## src/rtl/motor_pwm_decode.sv

```systemverilog
// motor_pwm_decode: rebuilds the signed speed command from one channel's fwd/rev PWM pair and flags brake/overlap; define SYNC_INPUTS_EN for 2-flop input synchronizers
module motor_pwm_decode #(
  parameter int PWM_W  = 10,
  parameter int DUTY_W = 11
) (
  input  logic              clk,
  input  logic              rst_n,
  input  logic              fwd,
  input  logic              rev,
  input  logic              en,
  output logic [DUTY_W-1:0] duty,
  output logic              vld,
  output logic              brake,
  output logic              fault
);
  typedef enum logic [1:0] {IDLE, MEAS, REPORT} state_t;
  localparam logic [PWM_W:0] FULL = {1'b1, {PWM_W{1'b0}}};
  logic fwd_s, rev_s;
`ifdef SYNC_INPUTS_EN
  logic [1:0] fwd_sync_q, rev_sync_q;
  // two-flop synchronizers on the PWM lines before they are sampled
  always_ff @(posedge clk or negedge rst_n) begin
    if (!rst_n) begin
      fwd_sync_q <= '0;
      rev_sync_q <= '0;
    end else begin
      fwd_sync_q <= {fwd_sync_q[0], fwd};
      rev_sync_q <= {rev_sync_q[0], rev};
    end
  end
  assign fwd_s = fwd_sync_q[1];
  assign rev_s = rev_sync_q[1];
`else
  assign fwd_s = fwd;
  assign rev_s = rev;
`endif
  state_t state_q, state_d;
  logic [PWM_W-1:0] wcnt_q, wcnt_d, fmag, rmag;
  logic [PWM_W:0] fcnt_q, fcnt_d, rcnt_q, rcnt_d, bcnt_q, bcnt_d, f_inc, r_inc, b_inc;
  logic [DUTY_W-1:0] duty_q, duty_d;
  logic vld_q, vld_d, brake_q, brake_d, fault_q, fault_d;
  assign f_inc = {{PWM_W{1'b0}}, fwd_s & ~rev_s};
  assign r_inc = {{PWM_W{1'b0}}, rev_s & ~fwd_s};
  assign b_inc = {{PWM_W{1'b0}}, fwd_s & rev_s};
  assign fmag  = fcnt_q[PWM_W] ? '1 : fcnt_q[PWM_W-1:0];
  assign rmag  = rcnt_q[PWM_W] ? '1 : rcnt_q[PWM_W-1:0];
  // window sequencing, per-line accumulation and end-of-window decode
  always_comb begin
    state_d = state_q;
    wcnt_d  = wcnt_q;
    fcnt_d  = fcnt_q;
    rcnt_d  = rcnt_q;
    bcnt_d  = bcnt_q;
    duty_d  = duty_q;
    vld_d   = 1'b0;
    brake_d = brake_q;
    fault_d = fault_q;
    case (state_q)
      IDLE: begin
        state_d = en ? MEAS : IDLE;
        wcnt_d  = '0;
        fcnt_d  = '0;
        rcnt_d  = '0;
        bcnt_d  = '0;
      end
      MEAS: begin
        state_d = !en ? IDLE : wcnt_q == '1 ? REPORT : MEAS;
        wcnt_d  = wcnt_q + PWM_W'(1);
        fcnt_d  = fcnt_q + f_inc;
        rcnt_d  = rcnt_q + r_inc;
        bcnt_d  = bcnt_q + b_inc;
      end
      REPORT: begin
        brake_d = bcnt_q == FULL;
        fault_d = !brake_d && (bcnt_q != '0 || (fcnt_q != '0 && rcnt_q != '0));
        duty_d  = brake_d ? '0 : fault_d ? duty_q :
                  rcnt_q != '0 ? DUTY_W'(-{1'b0, rmag}) : DUTY_W'({1'b0, fmag});
        vld_d   = 1'b1;
        state_d = en ? MEAS : IDLE;
        wcnt_d  = PWM_W'(1);
        fcnt_d  = f_inc;
        rcnt_d  = r_inc;
        bcnt_d  = b_inc;
      end
      default: state_d = IDLE;
    endcase
  end
  // state, counters and registered outputs
  always_ff @(posedge clk or negedge rst_n) begin
    if (!rst_n) begin
      state_q <= IDLE;
      wcnt_q  <= '0;
      fcnt_q  <= '0;
      rcnt_q  <= '0;
      bcnt_q  <= '0;
      duty_q  <= '0;
      vld_q   <= 1'b0;
      brake_q <= 1'b0;
      fault_q <= 1'b0;
    end else begin
      state_q <= state_d;
      wcnt_q  <= wcnt_d;
      fcnt_q  <= fcnt_d;
      rcnt_q  <= rcnt_d;
      bcnt_q  <= bcnt_d;
      duty_q  <= duty_d;
      vld_q   <= vld_d;
      brake_q <= brake_d;
      fault_q <= fault_d;
    end
  end
  assign duty  = duty_q;
  assign vld   = vld_q;
  assign brake = brake_q;
  assign fault = fault_q;
endmodule
```

## config.mk

```make
export PLATFORM = sky130hd
export DESIGN_NAME = motor_pwm_decode
export DESIGN_NICKNAME = d
export VERILOG_FILES = /design/src/rtl/motor_pwm_decode.sv
export SDC_FILE = /design/constraint.sdc
export NUM_CORES = 1
export LEC_CHECK = 0
export CORE_UTILIZATION = 40
export DETAILED_ROUTE_END_ITERATION = 10
export HOLD_SLACK_MARGIN = 0.05
export PLACE_DENSITY_LB_ADDON = 0.05
export SYNTH_ARGS = -nofsm -noshare
export SYNTH_HDL_FRONTEND = slang
export SYNTH_SLANG_ARGS = --single-unit
```

## constraint.sdc

```tcl
create_clock -name clk -period 2.5 [get_ports clk]
set_input_delay 0.25 -clock clk [delete_from_list [all_inputs] [get_ports clk]]
set_output_delay 0.25 -clock clk [all_outputs]
set_load 0.005 [all_outputs]
```

After elaboration in Yosys (flattened, before gate mapping)

Index checks and enable logic that the tools add are counted.

Reductions and logical operators: 11
Bitwise logic cells: 5
Multiplexer cells: 14
Equal/unequal tests: 5
$add $sub $neg: 5

Operators with widths:

| cell                                           | number |
|---|---|
| case mux 11 bit (3 select lines)               | 3 |
| adder 11 x 1 -> 11 bit                         | 3 |
| two-way mux 11 bit                             | 3 |
| nonzero test 11 bit                            | 3 |
| case mux 10 bit (3 select lines)               | 1 |
| two-way mux 10 bit                             | 2 |
| == test 11 bit (second input constant)         | 1 |
| negation 10 -> 11 bit                          | 1 |
| adder 10 x 1 -> 10 bit (second input constant) | 1 |
| == test 10 bit (second input constant)         | 1 |
| two-way mux 2 bit                              | 2 |
| case mux 2 bit (2 select lines)                | 1 |
| AND 1 bit                                      | 3 |
| nonzero test 3 bit                             | 1 |
| == test 2 x 1 -> 1 bit (second input constant) | 1 |
| == test 2 bit (second input constant)          | 1 |
| logical AND 1 bit                              | 2 |
| zero test 2 bit                                | 1 |
| two-way mux 1 bit                              | 2 |
| != test 2 bit (second input constant)          | 1 |
| inverter 1 bit                                 | 2 |
| AND reduction 2 bit                            | 1 |
| OR reduction 2 bit                             | 1 |
| zero test 1 bit                                | 1 |
| logical OR 1 bit                               | 1 |

Output and inout bits: 14
Logic and storage cells: 49
Bits of input ports: 5
Register bits after elaboration: 59

Depth between registers and ports, before layout

Depth in word-level cells: 6
Depth in mapped cells: 9

Worst setup path after synthesis

No wires, ideal clock.

Path kind: register -> register
From: register rcnt_q[10]
To: register duty_q[6], in the netlist duty[6]
Buffers on the path: 1
Arrival time: 1.877 ns
Library setup time: 0.064 ns
Cell stages (with the launch flop): 9
Setup slack: 0.559 ns
Cell sequence: dfrtp_1 > clkbuf_1 > nor2_1 > ha_1 > nor2b_1 > nand3_1 > xor2_1 > a2111oi_2 > a21o_1

Cells in the longest elaborated chain, start to end: 6

RTL lines:

| what                                                                          | line | RTL |
|---|---|---|
| from (decl)                                                                   | 39   | `logic [PWM_W:0] fcnt_q, fcnt_d, rcnt_q, rcnt_d, bcnt_q, bcnt_d, f_inc, r_inc, b_inc;` |
| from (signal assigned)                                                        | 104  | `rcnt_q <= rcnt_d;` |
| parallel branches: the longest is 6 deep, another holds negation 10 -> 11 bit | --   |  |
| to (signal assigned)                                                          | 106  | `duty_q <= duty_d;` |
| to (decl)                                                                     | 40   | `logic [DUTY_W-1:0] duty_q, duty_d;` |

Parallel ways; which one is timed is not known. The select of a mux whose other input is x is not followed.
A chain may end at the register's enable or synchronous reset.

Worst setup path after layout

From: register state_q[0]
To: register duty_q[2], in the netlist duty[2]

Cells in the longest elaborated chain, start to end: 2

RTL lines:

| what                                 | line | RTL |
|---|---|---|
| from (decl)                          | 37   | `state_t state_q, state_d;` |
| from (signal assigned)               | 101  | `state_q <= state_d;` |
| == test 2 bit                        | 58   | `case (state_q)` |
| AND reduction 2 bit (no source line) | --   |  |

No other way between the ends.

==> out/results.ini <==
[outcome]
outcome = finished, final reports clean

[logic_synthesis]
postSynthRegisterBits = 59
synth_edf_count = 0
async_sr_flop_fraction_pct = 100
ys_seq_area_share_pct = 43.9
yosys.area_share.xor_xnor_pct = 4.95
synth_top_family_by_area = simple AND/OR/NAND/NOR gates
syn_avg_cell_area_um2 = 9.08
synth-simple-area-share_pct = 24.5
synth-adder-area-share_pct = 4.47
dominantRegCellSynth = dfrtp_1
synth_compound_area_share_pct = 17.0
synth-warning-count = 0
mappedNetlistNets = 387
synthDominantCellAreaShare_pct = 43.9
ranking_of_synthesized_cells_by_area = dfrtp_1 (44%), o21ai_0 (6.4%), nor2_1 (5.5%)
muxShareOfSynthArea_pct = 0.596
syn-instance-count = 370
ys_types = 50
synth_top_area_cell = dfrtp_1
synthesis.area_um2 = 3360

[drt]
detail_route.first_pass.iterations = 4
met1Wirelength_mm = 3.83
highest-signal-layer = met4
drtAntennaViolNets = 0
postRouteWirelength_mm = 7.63
routed_via_density = 5.44
dr_wl_met2_mm = 3.53
drt_iter0_markers = 108
vias = 2726
drc = 0
average_routed_wire_per_standard_cell_um = 15.2
met3_length_um = 171

[cells_and_area]
layout-drive-gt1-share_pct = 10.4
inserted_diodes = 0
layout-area-overhead-vs-synth_pct = 13.9
postLayoutCoreUtil_pct = 46.8
finish.net_count = 408

[power]
vdd_ir_drop_max_v = 0.000192
powerDensity_nw_per_um2 = 489
power_leakage_nw = 1.66

[sta]
remaining_max_slew_budget_at_the_tightest_pin_pct = 66.7
max_slew.worst_pin.slew_ns = 0.499
clock_skew_ns = 0.00541
layout_min_cycle_time_ns = 2.27
upper_clock_frequency_limit_mhz = 441
finalMaxSlewViolations = 0
number_of_failing_setup_endpoints_in_the_final_timing_report = 0
final_min_period_over_clock_period_pct = 90.8
unrepaired_setup_endpoints_after_global_routing = no
final_hold_viol_count = 0
setup_tns_ns = 0

[clock_network]
clock_transition_at_the_register_clock_pins_on_the_worst_setup_and_hold_paths_after_cts_ns = 0.07
clock_insertion_delay_worst_skew_ns = 0.34
clock_tree_from_tritoncts = built
postCtsResizedCells = 0
cts.path.max_buffers = 2
cts_root_buf = clkbuf_8
cts_buffers = 9
cts_sinks = 59
cts_max_level = 3

[floorplanning]
placement_rows = 33
starting_density_of_the_core_pct = 41.1
core_area_um2 = 8180
die_y_um = 93.7
boundaryPins = 19
die_width_um = 93.7
die-area_um2 = 8770

[critical_path]
cell_chain_critical_path = inv_1, ha_1, nor4b_1, nand3_1, a31o_4, a2111oi_1, a21o_1
worst_path_dominant_cell_family = compound AO/OA/AOI/OAI gates
criticalPathCategory = flop to flop
critical_path.max_fanout = 23
critPathLaunchType = flop
critical_path.n_buffers_inverters = 1
crit_path_max_incr_delay_ns = 0.42
reg2reg_slack_ns = 0.23
arrival_ns = 2.55
cp.required_ns = 2.78
worst_setup_path_end_kind = flop
critPathSlowestCell = a2111oi_1

[flow_run]
maxCapViolations = 0

[grt]
antenna_found_initial = 0
first_global_vias = 2593
grt_first_pass_wirelength_mm = 12.8
grt_overflow = 0
grt_max_degree = 27
global_route_usage_over_all_layers_pct = 19.4

[place]
routabilityCongestion = 0.786
place_hpwl_mm = 5.29
port-buffer-count = 18

[min_path]
min-delay-path-class = input pin to asynchronous set/reset pin

kinds of logic (layout without fill, tap and decap cells):
group	count (synthesis)	in the layout
flops	59	59
compound gates	87	87
mux	2	2
xor+xnor	19	19
simple gates	161	161
fa+ha+maj	12	12
buf+inv	30	56
flip-flops by register name, summed over array words and instances, names as in the netlist, 2 cells and up:
signal / cells
bcnt_q: 11
duty: 11
fcnt_q: 11
rcnt_q: 11
wcnt_q: 10
state_q: 2
synth_stat cells (4+ instances only):
cell / count
nor3_1: 10
nand2_1: 44
a21o_1: 7
o21ai_0: 43
nor2_1: 49
clkbuf_1: 12
nor4_1: 4
xor2_1: 13
or3_1: 5
o31ai_1: 4
a31oi_1: 4
nand2b_1: 4
xnor2_1: 6
nand4_1: 9
nand3_1: 17
a21oi_1: 10
inv_1: 9
ha_1: 12
dfrtp_1: 59
repair_timing:
item | in CTS | in global routing
buffers inserted | 0 | 0
hold buffers | 1 | 0
endpoints found under the setup margin | 0 | 0
endpoints found under the hold margin | 12 | 0
final cells by class:
type | count | area, µm²
fill | 817 | 4350
multi-input combinational | 281 | 1730
sequential | 59 | 1480
timing repair buffer | 31 | 275
clock buffer | 12 | 155
tap | 105 | 131
inverter | 9 | 33.8
clock inverter | 4 | 25.0
placed cells by master, fill, tap and decap left out, types with 3 or more instances in the layout:
cell	instances
buf_4	12
nand2b_1	4
inv_1	9
xor2_1	13
a21oi_1	10
ha_1	12
o31ai_1	4
clkdlybuf4s50_1	17
o221ai_1	3
dfrtp_1	59
or3_1	5
o21ai_0	43
nand3_1	17
nor2_1	49
nor4_1	4
clkbuf_8	11
a21o_1	7
nand2_1	44
a31oi_1	4
xnor2_1	6
nor3_1	10
nand4_1	9
o41ai_2	3
layer usage:
layer	vias up	global-route usage, %
li1	1354	-
met1	1328	26.0
met2	36	30.6
met3	8	3.96
met4	0	7.82
met5	-	0
path summary, 6_finish.rpt:
| path | end | cells past startpoint | start |
|---|---|---|---|
| min in group clk | state_q[1] | 3 | en |
| min reg2reg | duty[6] | 1 | duty[6] |
| max | duty[2] | 7 | state_q[0] |
| max reg2reg | duty[2] | 7 | state_q[0] |
| min | wcnt_q[3] | 2 | rst_n |
| max in group asynchronous | brake | 3 | rst_n |
per-stage QoR:
stage          instances  power [mW]  worst slack (ns)  cell area (µm²)  hold slack, ns
3_5_place_dp         484        1.09             0.279             3640           0.170
3_3_place_gp         484        1.08             0.267             3640           0.173
2_1_floorplan        370        1.03             0.559             3360         -0.0456
4_1_cts              501        1.91             0.260             3830           0.338
5_1_grt              501        1.96            0.0438             3830           0.363
6_report             501        1.87             0.230             3830           0.340
power breakdown:
group	internal (mW)	switching, mW	leakage [nW]
Clock	0.410	0.396	0.0884
Combinational	0.0348	0.0675	0.754
Sequential	0.958	0.00534	0.822
Total	1.40	0.469	1.66
No activity file was read; power rests on OpenSTA's default activity.
